`src/rtl/up5bit_counter_sched.sv`:
```
// up5bit_counter_sched: round-robin scheduler sharing one up counter among NREQ requesters.
// Defining UP5BIT_SCHED_PAUSE_EN adds a pause input that freezes a run in progress.
module up5bit_counter_sched #(
    parameter int WIDTH = 5,
    parameter int NREQ  = 4
) (
    input  logic                  clk,
    input  logic                  reset,
    input  logic [NREQ-1:0]       req,
`ifdef UP5BIT_SCHED_PAUSE_EN
    input  logic                  pause,
`endif
    input  logic [NREQ*WIDTH-1:0] tgt_flat,
    output logic [NREQ-1:0]       gnt,
    output logic [WIDTH-1:0]      out,
    output logic                  busy,
    output logic                  done
);

    localparam int IW = (NREQ > 1) ? $clog2(NREQ) : 1;

    typedef enum logic [1:0] {IDLE, RUN, DONE} state_t;

    state_t           state, state_n;
    logic [IW-1:0]    rr, rr_n;
    logic [IW-1:0]    owner, owner_n;
    logic [IW-1:0]    win;
    logic             found;
    logic [WIDTH-1:0] tgt_q, tgt_n;
    logic [WIDTH-1:0] out_n;
    logic [NREQ-1:0]  gnt_n;
    logic             busy_n, done_n;
    logic             hold;

`ifdef UP5BIT_SCHED_PAUSE_EN
    assign hold = pause;
`else
    assign hold = 1'b0;
`endif

    // First requester at or after rr, wrapping; the previous owner ends up last.
    always_comb begin
        found = 1'b0;
        win   = '0;
        for (int k = 0; k < NREQ; k++) begin
            if (!found && req[(int'(rr) + k) % NREQ]) begin
                found = 1'b1;
                win   = IW'((int'(rr) + k) % NREQ);
            end
        end
    end

    always_comb begin
        state_n = state;
        rr_n    = rr;
        owner_n = owner;
        tgt_n   = tgt_q;
        out_n   = out;
        gnt_n   = gnt;
        busy_n  = busy;
        done_n  = 1'b0;
        case (state)
            IDLE: begin
                if (found) begin
                    gnt_n   = NREQ'(1) << win;
                    tgt_n   = tgt_flat[int'(win)*WIDTH +: WIDTH];
                    owner_n = win;
                    out_n   = '0;
                    busy_n  = 1'b1;
                    state_n = RUN;
                end
            end
            RUN: begin
                if (!hold) begin
                    if (out == tgt_q) begin
                        done_n  = 1'b1;
                        state_n = DONE;
                    end else begin
                        out_n = out + 1'b1;
                    end
                end
            end
            DONE: begin
                gnt_n   = '0;
                busy_n  = 1'b0;
                rr_n    = (owner == IW'(NREQ - 1)) ? '0 : owner + 1'b1;
                state_n = IDLE;
            end
            default: begin
                gnt_n   = '0;
                busy_n  = 1'b0;
                state_n = IDLE;
            end
        endcase
    end

    always_ff @(posedge clk or posedge reset) begin
        if (reset) begin
            state <= IDLE;
            rr    <= '0;
            owner <= '0;
            tgt_q <= '0;
            out   <= '0;
            gnt   <= '0;
            busy  <= 1'b0;
            done  <= 1'b0;
        end else begin
            state <= state_n;
            rr    <= rr_n;
            owner <= owner_n;
            tgt_q <= tgt_n;
            out   <= out_n;
            gnt   <= gnt_n;
            busy  <= busy_n;
            done  <= done_n;
        end
    end

endmodule
```
`config.mk`:
```
export PLATFORM = sky130hd
export DESIGN_NAME = up5bit_counter_sched
export DESIGN_NICKNAME = d
export VERILOG_FILES = /design/src/rtl/up5bit_counter_sched.sv
export SDC_FILE = /design/constraint.sdc
export NUM_CORES = 1
export LEC_CHECK = 0
export BUFFER_PORTS_ARGS = -buffer_cell sky130_fd_sc_hd__clkbuf_2
export CELL_PAD_IN_SITES_DETAIL_PLACEMENT = 0
export CELL_PAD_IN_SITES_GLOBAL_PLACEMENT = 2
export CORE_ASPECT_RATIO = 0.75
export CORE_MARGIN = 2
export CORE_UTILIZATION = 32
export DETAILED_ROUTE_END_ITERATION = 6
export PLACE_DENSITY_LB_ADDON = 0.1
export SETUP_SLACK_MARGIN = 0.4
export SYNTH_ARGS = -nofsm -noshare
export SYNTH_HDL_FRONTEND = slang
export SYNTH_SLANG_ARGS = --single-unit
```
`constraint.sdc`:
```
create_clock -name clk -period 2.7 [get_ports clk]
set_clock_uncertainty 0.15 [all_clocks]
set_input_delay 0.27 -clock clk [delete_from_list [all_inputs] [get_ports clk]]
set_output_delay 0.27 -clock clk [all_outputs]
set_load 0.01 [all_outputs]
```
==> metrics.csv, run 1 <==
metric,value,unit
fin_cells,190,
finalSetupViolCount,0,
syn-cell-area,1130,um^2
synth-edff-count,0,
grt_pass1_wl,4190,um
startpoint,state[1],
overflow,0,
syn_nets,141,
ios,37,
placed_cells,186,
cap_violations,0,
port_buffers,36,
p_leak,0.763,nW
dp_hpwl,1940,um
power_density,1060,nW/um^2
critPathRequiredTime,2710,ps
drc,0,
synth_seq_cells,22,
place.gp.congestion,0.737,
yosys_most_used_dff,dfrtp_1,
avgSynthCellArea,10.0,um^2
yosysTopAreaCell,dfrtp_1,
start_util,34.0,%
hold_viol_final,0,
ir_drop,0.000294,V
rr_startpoint,state[1],
worst_slew_pin_slew,858,ps
dieArea,4040,um^2
grt_pass1_vias,881,
htree_levels,1,
grt_antenna_before_repair,0,
ys_seq_area_share,48.5,%
hp-class,in -> async,
wl_per_cell,13.1,um
synth_top_area_share,48.5,%
routed_wl,2500,um
fin_crit,1880,ps
slew_violations,0,
insertion_delay,260,ps
rsz0062_at_grt,false,
cts.clk_slew.worst_paths,80,ps
placement_rows,18,
relSlewSlack,42.7,%
max_freq,532,MHz
grt_max_degree,23,
track_usage,13.2,%
synthArstFlopShare,100,%
fin_crit_sh,69.6,%
synth_warnings,0,
cp-end-kind,register,
die_y,55.6,um
core,3330,um^2
drive_above_1_share,29.3,%
fp.dieW,72.8,um
initialDrtViolationCount,83,
antenna_left,0,
nFillCells,333,
cts_setup_buffers,0,
outcome,finished clean,
synth_commonest_cells,"dfrtp_1, nand2_1, mux2i_1",
dr_total_vias,909,
cts_buffers,3,
cts_buffer_depth,2,
cts_resized,0,
cts_hold_buf,0,
area_delta_synth_final,23.6,%
yosys-top-cells-area,"dfrtp_1, mux2i_1, nand2_1",
ys_types,31,
syn_inst,113,
num_antenna_cells,0,
start_kind,register,
nets,179,
critPathKind,reg -> reg,
crit_arrival,1890,ps
root_buffer,clkbuf_8,
path_max_fanout,8,
viasPerCell,4.78,
cts.sinks,22,
synth_most_common_cell,dfrtp_1,
tns,0,ps
first_pass_iters,4,
cts_tree,yes,
==> registers in the layout, summed over array words and instances (netlist names) <==
| register | flops |
|---|---|
| busy | 1 |
| done | 1 |
| gnt | 4 |
| out | 5 |
| owner | 2 |
| rr | 2 |
| state | 2 |
| tgt_q | 5 |
==> metal layers <==
layer,GRT usage (%),share of wire [%],up-vias
met5,0,0,-
met3,3.80,5.6,2
met1,19.3,51,399
met2,19.6,43,31
met4,2.38,0.40,0
li1,-,-,477
==> stage by stage <==
step                area [um^2]  worst slack [ps]  util (%)  hold slack [ps]  power (W)
global placement           1350               798      40.4              318    0.00125
CTS                        1400               821      42.1             46.4    0.00151
global route               1400               680      42.1             86.0    0.00163
finish                     1400               820      42.1             9.91    0.00148
floorplan                  1130               984         -              109    0.00107
detailed placement         1350               693      40.4              327    0.00127
==> report_power, final <==
| part | switching [W] | internal (W) |
|---|---|---|
| Sequential | 0.000134 | 0.000476 |
| Combinational | 0.000365 | 0.000279 |
| Clock | 0.000102 | 0.000130 |
| Total | 0.000600 | 0.000884 |
==> path summary, 6_finish.rpt <==
check	depth (start not counted)	slack [ps]	end
max	3	820	tgt_q[3]
min	2	10	gnt[0]
max reg2reg	3	820	tgt_q[3]
min reg2reg	1	340	rr[0]
max in group asynchronous	2	1860	out[0]
min in group clk	3	190	tgt_q[1]
==> cell families after synthesis <==
logic type | after synthesis | synth area share (%)
AO/OA/AOI/OAI | 26 | 16.5
XOR/XNOR | 5 | 3.86
adder cells (fa/ha/maj) | 2 | 2.20
buffers and inverters | 13 | 5.51
flip-flops | 22 | 48.5
multiplexers | 11 | 9.81
AND/OR/NAND/NOR | 34 | 13.6
==> layout by cell type (no fill, tap or decap), types with 2 or more instances in the layout <==
cell type,Yosys,routed
clkbuf_2,0,36
o21ai_0,6,6
buf_4,1,2
o211ai_1,3,3
o31ai_1,4,4
o221ai_1,5,5
inv_1,8,8
o21ai_1,2,2
nand2_1,16,16
xor2_1,5,5
clkbuf_8,0,4
ha_1,2,2
mux2i_1,10,10
nand3_1,4,4
nor2_1,4,4
dfrtp_1,22,22
nor3_1,4,4
==> layout make-up <==
| type | instances | area [um^2] | area share (%) |
|---|---|---|---|
| Sequential cell | 22 | 551 | 39.3 |
| Multi-Input combinational cell | 78 | 522 | 37.2 |
| Clock buffer | 4 | 55.1 | 3.93 |
| Tap cell | 40 | 50.0 | 3.57 |
| Inverter | 8 | 30.0 | 2.14 |
| Timing Repair Buffer | 38 | 195 | 13.9 |
==> worst max-delay path, stage by stage (launching register included) <==
cell and delay (ps):
dfrtp_1 450, or3_1 510, or2_0 410, o221ai_1 270
(Power assumes the default switching activity.)
==> run 2: changes to the inputs <==
- CORE_UTILIZATION: 32 -> 29
- clock period: 2.7 -> 1.77 ns (I/O delays scaled with it)
==> run 2 against run 1 <==
Compared with the run above: combinational power grew to 2.8 times the previous value; global-route usage grew 1.3 points; via count grew 15%; largest power group unchanged; register-to-register slack lost 770 ps; sequential cell count is the same; maximum frequency grew 9.3%; non-clock buffer count grew 22; sequential power grew 46%; critical path type unchanged.
==> metrics.csv, run 2 (synthesis results as in run 1) <==
metric,value,unit,change
outcome,finished clean,,
worst_slew_pin_slew,364,ps,-494 ps
cp-end-kind,register,,
final_cell_mix,"clkbuf_2, dfrtp_1, buf_4",,
cts_tree,yes,,
relSlewSlack,75.5,%,+33 points
multiInputGateArea,759,um^2,+46%
cts_buffers,3,,unchanged
core,3710,um^2,+11%
tns,0,ps,unchanged
grt_antenna_before_repair,0,,unchanged
cts_buffer_depth,2,,unchanged
critPathKind,reg -> reg,,
grt_pass1_vias,1084,,+23%
insertion_delay,260,ps,about the same
num_antenna_cells,0,,unchanged
start_util,30.6,%,-3.4 points
routed_wl,3130,um,+25%
die_y,58.2,um,+4.7%
placement_rows,19,,+1
hp-class,in -> reg,,
slowest_delay,420,ps,-90 ps
holdWs,103,ps,+92.9 ps
cpMaxStageDelayCell,dfrtp_1,,
ir_drop,0.000796,V,+170%
max_freq,581,MHz,+9.3%
layout_commonest_cell,clkbuf_2,,
p_leak,0.911,nW,+19%
path_max_fanout,5,,-3
antenna_left,0,,unchanged
first_pass_iters,4,,unchanged
drc,0,,unchanged
drive_above_1_share,57.2,%,+28 points
top_regs,"out x5, tgt_q x5, gnt x4",,
wl_per_cell,13.9,um,+6.0%
fin_crit_sh,97.2,%,+28 points
root_buffer,clkbuf_8,,
hold_viol_final,0,,unchanged
layout_setup_ws,49.2,ps,-771 ps
overflow,0,,unchanged
grt_pass1_wl,5090,um,+22%
grt_max_degree,23,,unchanged
cts.clk_slew.worst_paths,80,ps,about the same
crit_arrival,1710,ps,-180 ps
cap_violations,0,,unchanged
area_delta_synth_final,65.0,%,
start_kind,register,,
ios,37,,unchanged
port_buffers,36,,unchanged
ff_latch_area,556,um^2,+0.91%
initialDrtViolationCount,12,,-86%
critPathRequiredTime,1760,ps,-950 ps
dr_total_vias,1049,,+15%
htree_levels,1,,unchanged
viasPerCell,4.66,,-2.5%
cts.sinks,22,,unchanged
fin_crit,1720,ps,-159 ps
dp_hpwl,2040,um,+5.0%
place_ws,-43.6,ps,-736 ps
nFillCells,359,,+7.8%
power_density,1630,nW/um^2,+54%
fp.dieW,76.2,um,+4.8%
place.gp.congestion,0.756,,+2.5%
rrSetupSlack,50,ps,-770 ps
track_usage,14.5,%,+1.3 points
slew_violations,0,,unchanged
nets,202,,+13%
finalSetupViolCount,0,,unchanged
path_cells,o221a_4 > o22ai_4 > clkbuf_16 > mux2i_4 > o221ai_2,,
dieArea,4430,um^2,+9.7%
rsz0062_at_grt,true,,
run 2: cell types whose count changed in the layout (fill, tap and decap cells not counted), sizes merged:
cell / delta
a211o: +1
buf: +20
clkbuf: +1
dlygate4sd3: +1
run 2: where the power goes:
part | switching, W | total [W] | internal, W
combinational | 0.000894 | 0.00182 | 0.000922
clock | 0.000153 | 0.000351 | 0.000198
sequential | 0.000156 | 0.000890 | 0.000734
run 2: layer usage:
metal | GRT usage, % | up-vias | part of all wire [%]
met2 | 23.8 | 20 | 49
met3 | 4.52 | 2 | 3.9
li1 | - | 532 | -
met4 | 1.56 | 0 | 0.42
met5 | 0 | - | 0
met1 | 19.8 | 495 | 47
run 2: worst max-delay path, delay by kind of cell (launching register included):
family          cells  cell delay [ps]
mux                 1              220
flops               1              420
buf+inv             1              220
compound gates      3              590
run 2: path summary, 6_finish.rpt:
check                             from        to  cells after the start
hold reg to reg                 gnt[3]    gnt[3]                      2
setup / recovery                 rr[0]  tgt_q[2]                      5
max in group asynchronous        reset    out[2]                      4
hold / removal             tgt_flat[8]  tgt_q[3]                      3
min in group asynchronous        reset      done                      4
setup reg to reg                 rr[0]  tgt_q[2]                      5
run 2: what timing repair did:
item                       4_1_cts  5_1_grt
setup endpoints to repair       17       20
buffers inserted                 8        3
hold buffers                     1        0
gates cloned                     1        1
resized for setup               12       31
hold endpoints to repair        22        0
pin swaps                       13        9
run 2: cell type report:
cell class                 instances  area share, %
multi-input combinational         79           40.5
sequential                        22           29.7
timing repair buffer              60           21.8
tap                               52           3.47
clock buffer                       4           2.94
inverter                           8           1.60
run 2: through the flow:
stage | power, W | util, % | instances | instance area (um^2)
finish | 0.00306 | 50.5 | 225 | 1870
global route | 0.00335 | 50.5 | 225 | 1870
CTS | 0.00272 | 44.9 | 221 | 1660
detailed placement | 0.00210 | 39.8 | 207 | 1480
global placement | 0.00208 | 39.8 | 207 | 1480
floorplan | 0.00178 | - | 113 | 1200
==> run 3: changes to the inputs <==
- CORE_MARGIN: 2 -> default
==> run 3 against run 2 <==
Compared with the run above: core utilization is 2.6 points lower; count of clock-buffer cells in the layout is the same; die area fell by 6.0%; cell count up 0.44%; critical path depth unchanged; highest routed layer unchanged.
==> metrics.csv, run 3 (synthesis results as in run 1) <==
metric,value,unit,change
grt_pass1_wl,5220,um,+2.6%
start_kind,register,,
cts.clk_slew.worst_paths,80,ps,about the same
finalSetupViolCount,0,,unchanged
dp_hpwl,2080,um,+2.1%
grt_max_degree,23,,unchanged
grt_antenna_before_repair,0,,unchanged
top_regs,"out x5, tgt_q x5, gnt x4",,
core,3710,um^2,unchanged
initialDrtViolationCount,20,,+8
cpMaxStageDelayCell,dfrtp_1,,
crit_arrival,1690,ps,-20 ps
first_pass_iters,4,,unchanged
track_usage,16.7,%,+2.1 points
final_cell_mix,"clkbuf_2, buf_4, dfrtp_1",,
num_antenna_cells,0,,unchanged
insertion_delay,260,ps,about the same
placed_cells,205,,-0.97%
path_max_fanout,13,,+8
p_leak,0.906,nW,-0.50%
hold_viol_final,0,,unchanged
p_comb_share,56.9,%,-2.5 points
fin_crit_sh,95.8,%,-1.4 points
p_sw,0.00121,W,+0.25%
min_path_cells,3,,unchanged
place_ws,-63.8,ps,-20.1 ps
path_cells,o221a_1 > o22ai_4 > buf_12 > mux2i_1 > o221ai_2,,
cp-end-kind,register,,
power_density,1650,nW/um^2,+1.2%
area_delta_synth_final,56.7,%,
critPathTopFamily,compound AO/OA/AOI/OAI gates,,
hp-start,tgt_flat[4],,
cts_buffers,3,,unchanged
root_buffer,clkbuf_8,,
cap_violations,0,,unchanged
fin_cells,226,,+0.44%
swShare,41.1,%,+1.7 points
ios,37,,unchanged
cts_buffer_depth,2,,unchanged
die_y,56.2,um,-3.4%
max_freq,590,MHz,+1.5%
antenna_left,0,,unchanged
drive_above_1_share,53.4,%,-3.8 points
ir_drop,0.000898,V,+13%
slowest_delay,440,ps,+20 ps
placement_rows,19,,unchanged
overflow,0,,unchanged
outcome,finished clean,,
worst_slew_pin_slew,428,ps,+63.7 ps
critPathRequiredTime,1760,ps,about the same
seqPwrFrac,31.9,%,+2.8 points
nets,203,,+0.50%
min_to,tgt_q[4],,
critPathBufInv,1,,unchanged
layout_setup_ws,74.4,ps,+25.3 ps
r2r_end,tgt_q[0],,
nFillCells,364,,+1.4%
p_int,0.00173,W,-6.6%
critPathKind,reg -> reg,,
drc,0,,unchanged
dieArea,4170,um^2,-6.0%
slew_violations,0,,unchanged
rsz0062_at_grt,true,,
cts.sinks,22,,unchanged
grt_pass1_vias,1102,,+1.7%
wl_per_cell,13.9,um,+0.16%
rr_startpoint,rr[0],,
routed_wl,3150,um,+0.61%
hp-class,in -> reg,,
place.gp.congestion,0.699,,-7.6%
port_buffers,36,,unchanged
htree_levels,1,,unchanged
fp.dieW,74.2,um,-2.6%
reg2regPathDepth,5,,unchanged
start_util,30.6,%,unchanged
relSlewSlack,71.2,%,-4.3 points
dr_total_vias,1077,,+2.7%
cts_tree,yes,,
layout_commonest_cell,clkbuf_2,,
clockPowerShare,11.2,%,-0.3 points
rrSetupSlack,70,ps,+30 ps
viasPerCell,4.77,,+2.2%
fin_crit,1700,ps,-25.3 ps
==> run 3: cell count changes in the layout (fill, tap and decap cells not counted), sizes merged <==
cell,delta
buf,+2
clkbuf,-1
==> run 3: worst max-delay path by stage <==
| stage | start | endpoint | slack [ps] | cells past startpoint |
|---|---|---|---|---|
| after floorplan | state[1] | tgt_q[0] | 140 | 5 |
| after global placement | rr[0] | tgt_q[3] | -30 | 4 |
| after detailed placement | rr[0] | tgt_q[0] | -60 | 5 |
| after CTS | rr[1] | tgt_q[0] | 80 | 6 |
| after global routing | rr[1] | tgt_q[0] | 20 | 6 |
| final | rr[0] | tgt_q[0] | 70 | 5 |
==> run 3: timing repair <==
action	in CTS	in global routing
hold endpoints to repair	22	0
pin swaps	16	6
hold buffers	1	0
endpoints found under the setup margin	18	19
setup buffers	9	6
resized for setup	11	18
cloned	1	0
==> run 3: area by class of cell <==
cell class | count | area, um^2 | area share [%]
clock buffers | 4 | 45.0 | 2.53
inverters | 8 | 30.0 | 1.69
multi-input cells | 79 | 689 | 38.8
flip-flops and latches | 22 | 554 | 31.2
well taps | 52 | 65.1 | 3.66
repair buffers | 61 | 394 | 22.2
==> run 3: metal layers <==
metal / global-route usage, % / routed length, um / vias up / share of wire [%]
li1: - / - / 528 / -
met1: 22.9 / 1510 / 532 / 48
met2: 27.7 / 1550 / 15 / 49
met3: 3.80 / 83 / 2 / 2.6
met4: 1.62 / 13 / 0 / 0.41
met5: 0 / 0 / - / 0
==> run 3: per-stage QoR <==
step | TNS (ps) | total power [W] | area (um^2) | utilization, % | hold WS (ps)
CTS | 0 | 0.00267 | 1640 | 44.3 | 88.8
global route | 0 | 0.00317 | 1780 | 47.9 | 100
finish | 0 | 0.00294 | 1780 | 47.9 | 89.1
floorplan | 0 | 0.00178 | 1200 | - | 16.0
detailed placement | -285 | 0.00208 | 1460 | 39.4 | 72.2
global placement | -61.0 | 0.00205 | 1460 | 39.4 | 64.7
==> run 3: power groups by stage <==
stage	logic (W)	clock network, W	registers, W
floorplan	0.000832	0	0.000947
global placement	0.00113	0	0.000925
detailed placement	0.00115	0	0.000931
CTS	0.00141	0.000349	0.000913
global route	0.00185	0.000361	0.000965
finish	0.00167	0.000329	0.000936
==> run 3: worst min-delay path, delay by kind of cell <==
family                 cells  cell delay, ps
AOI/OAI and AO/OA          1             140
buffers and inverters      1              90
muxes                      1              60
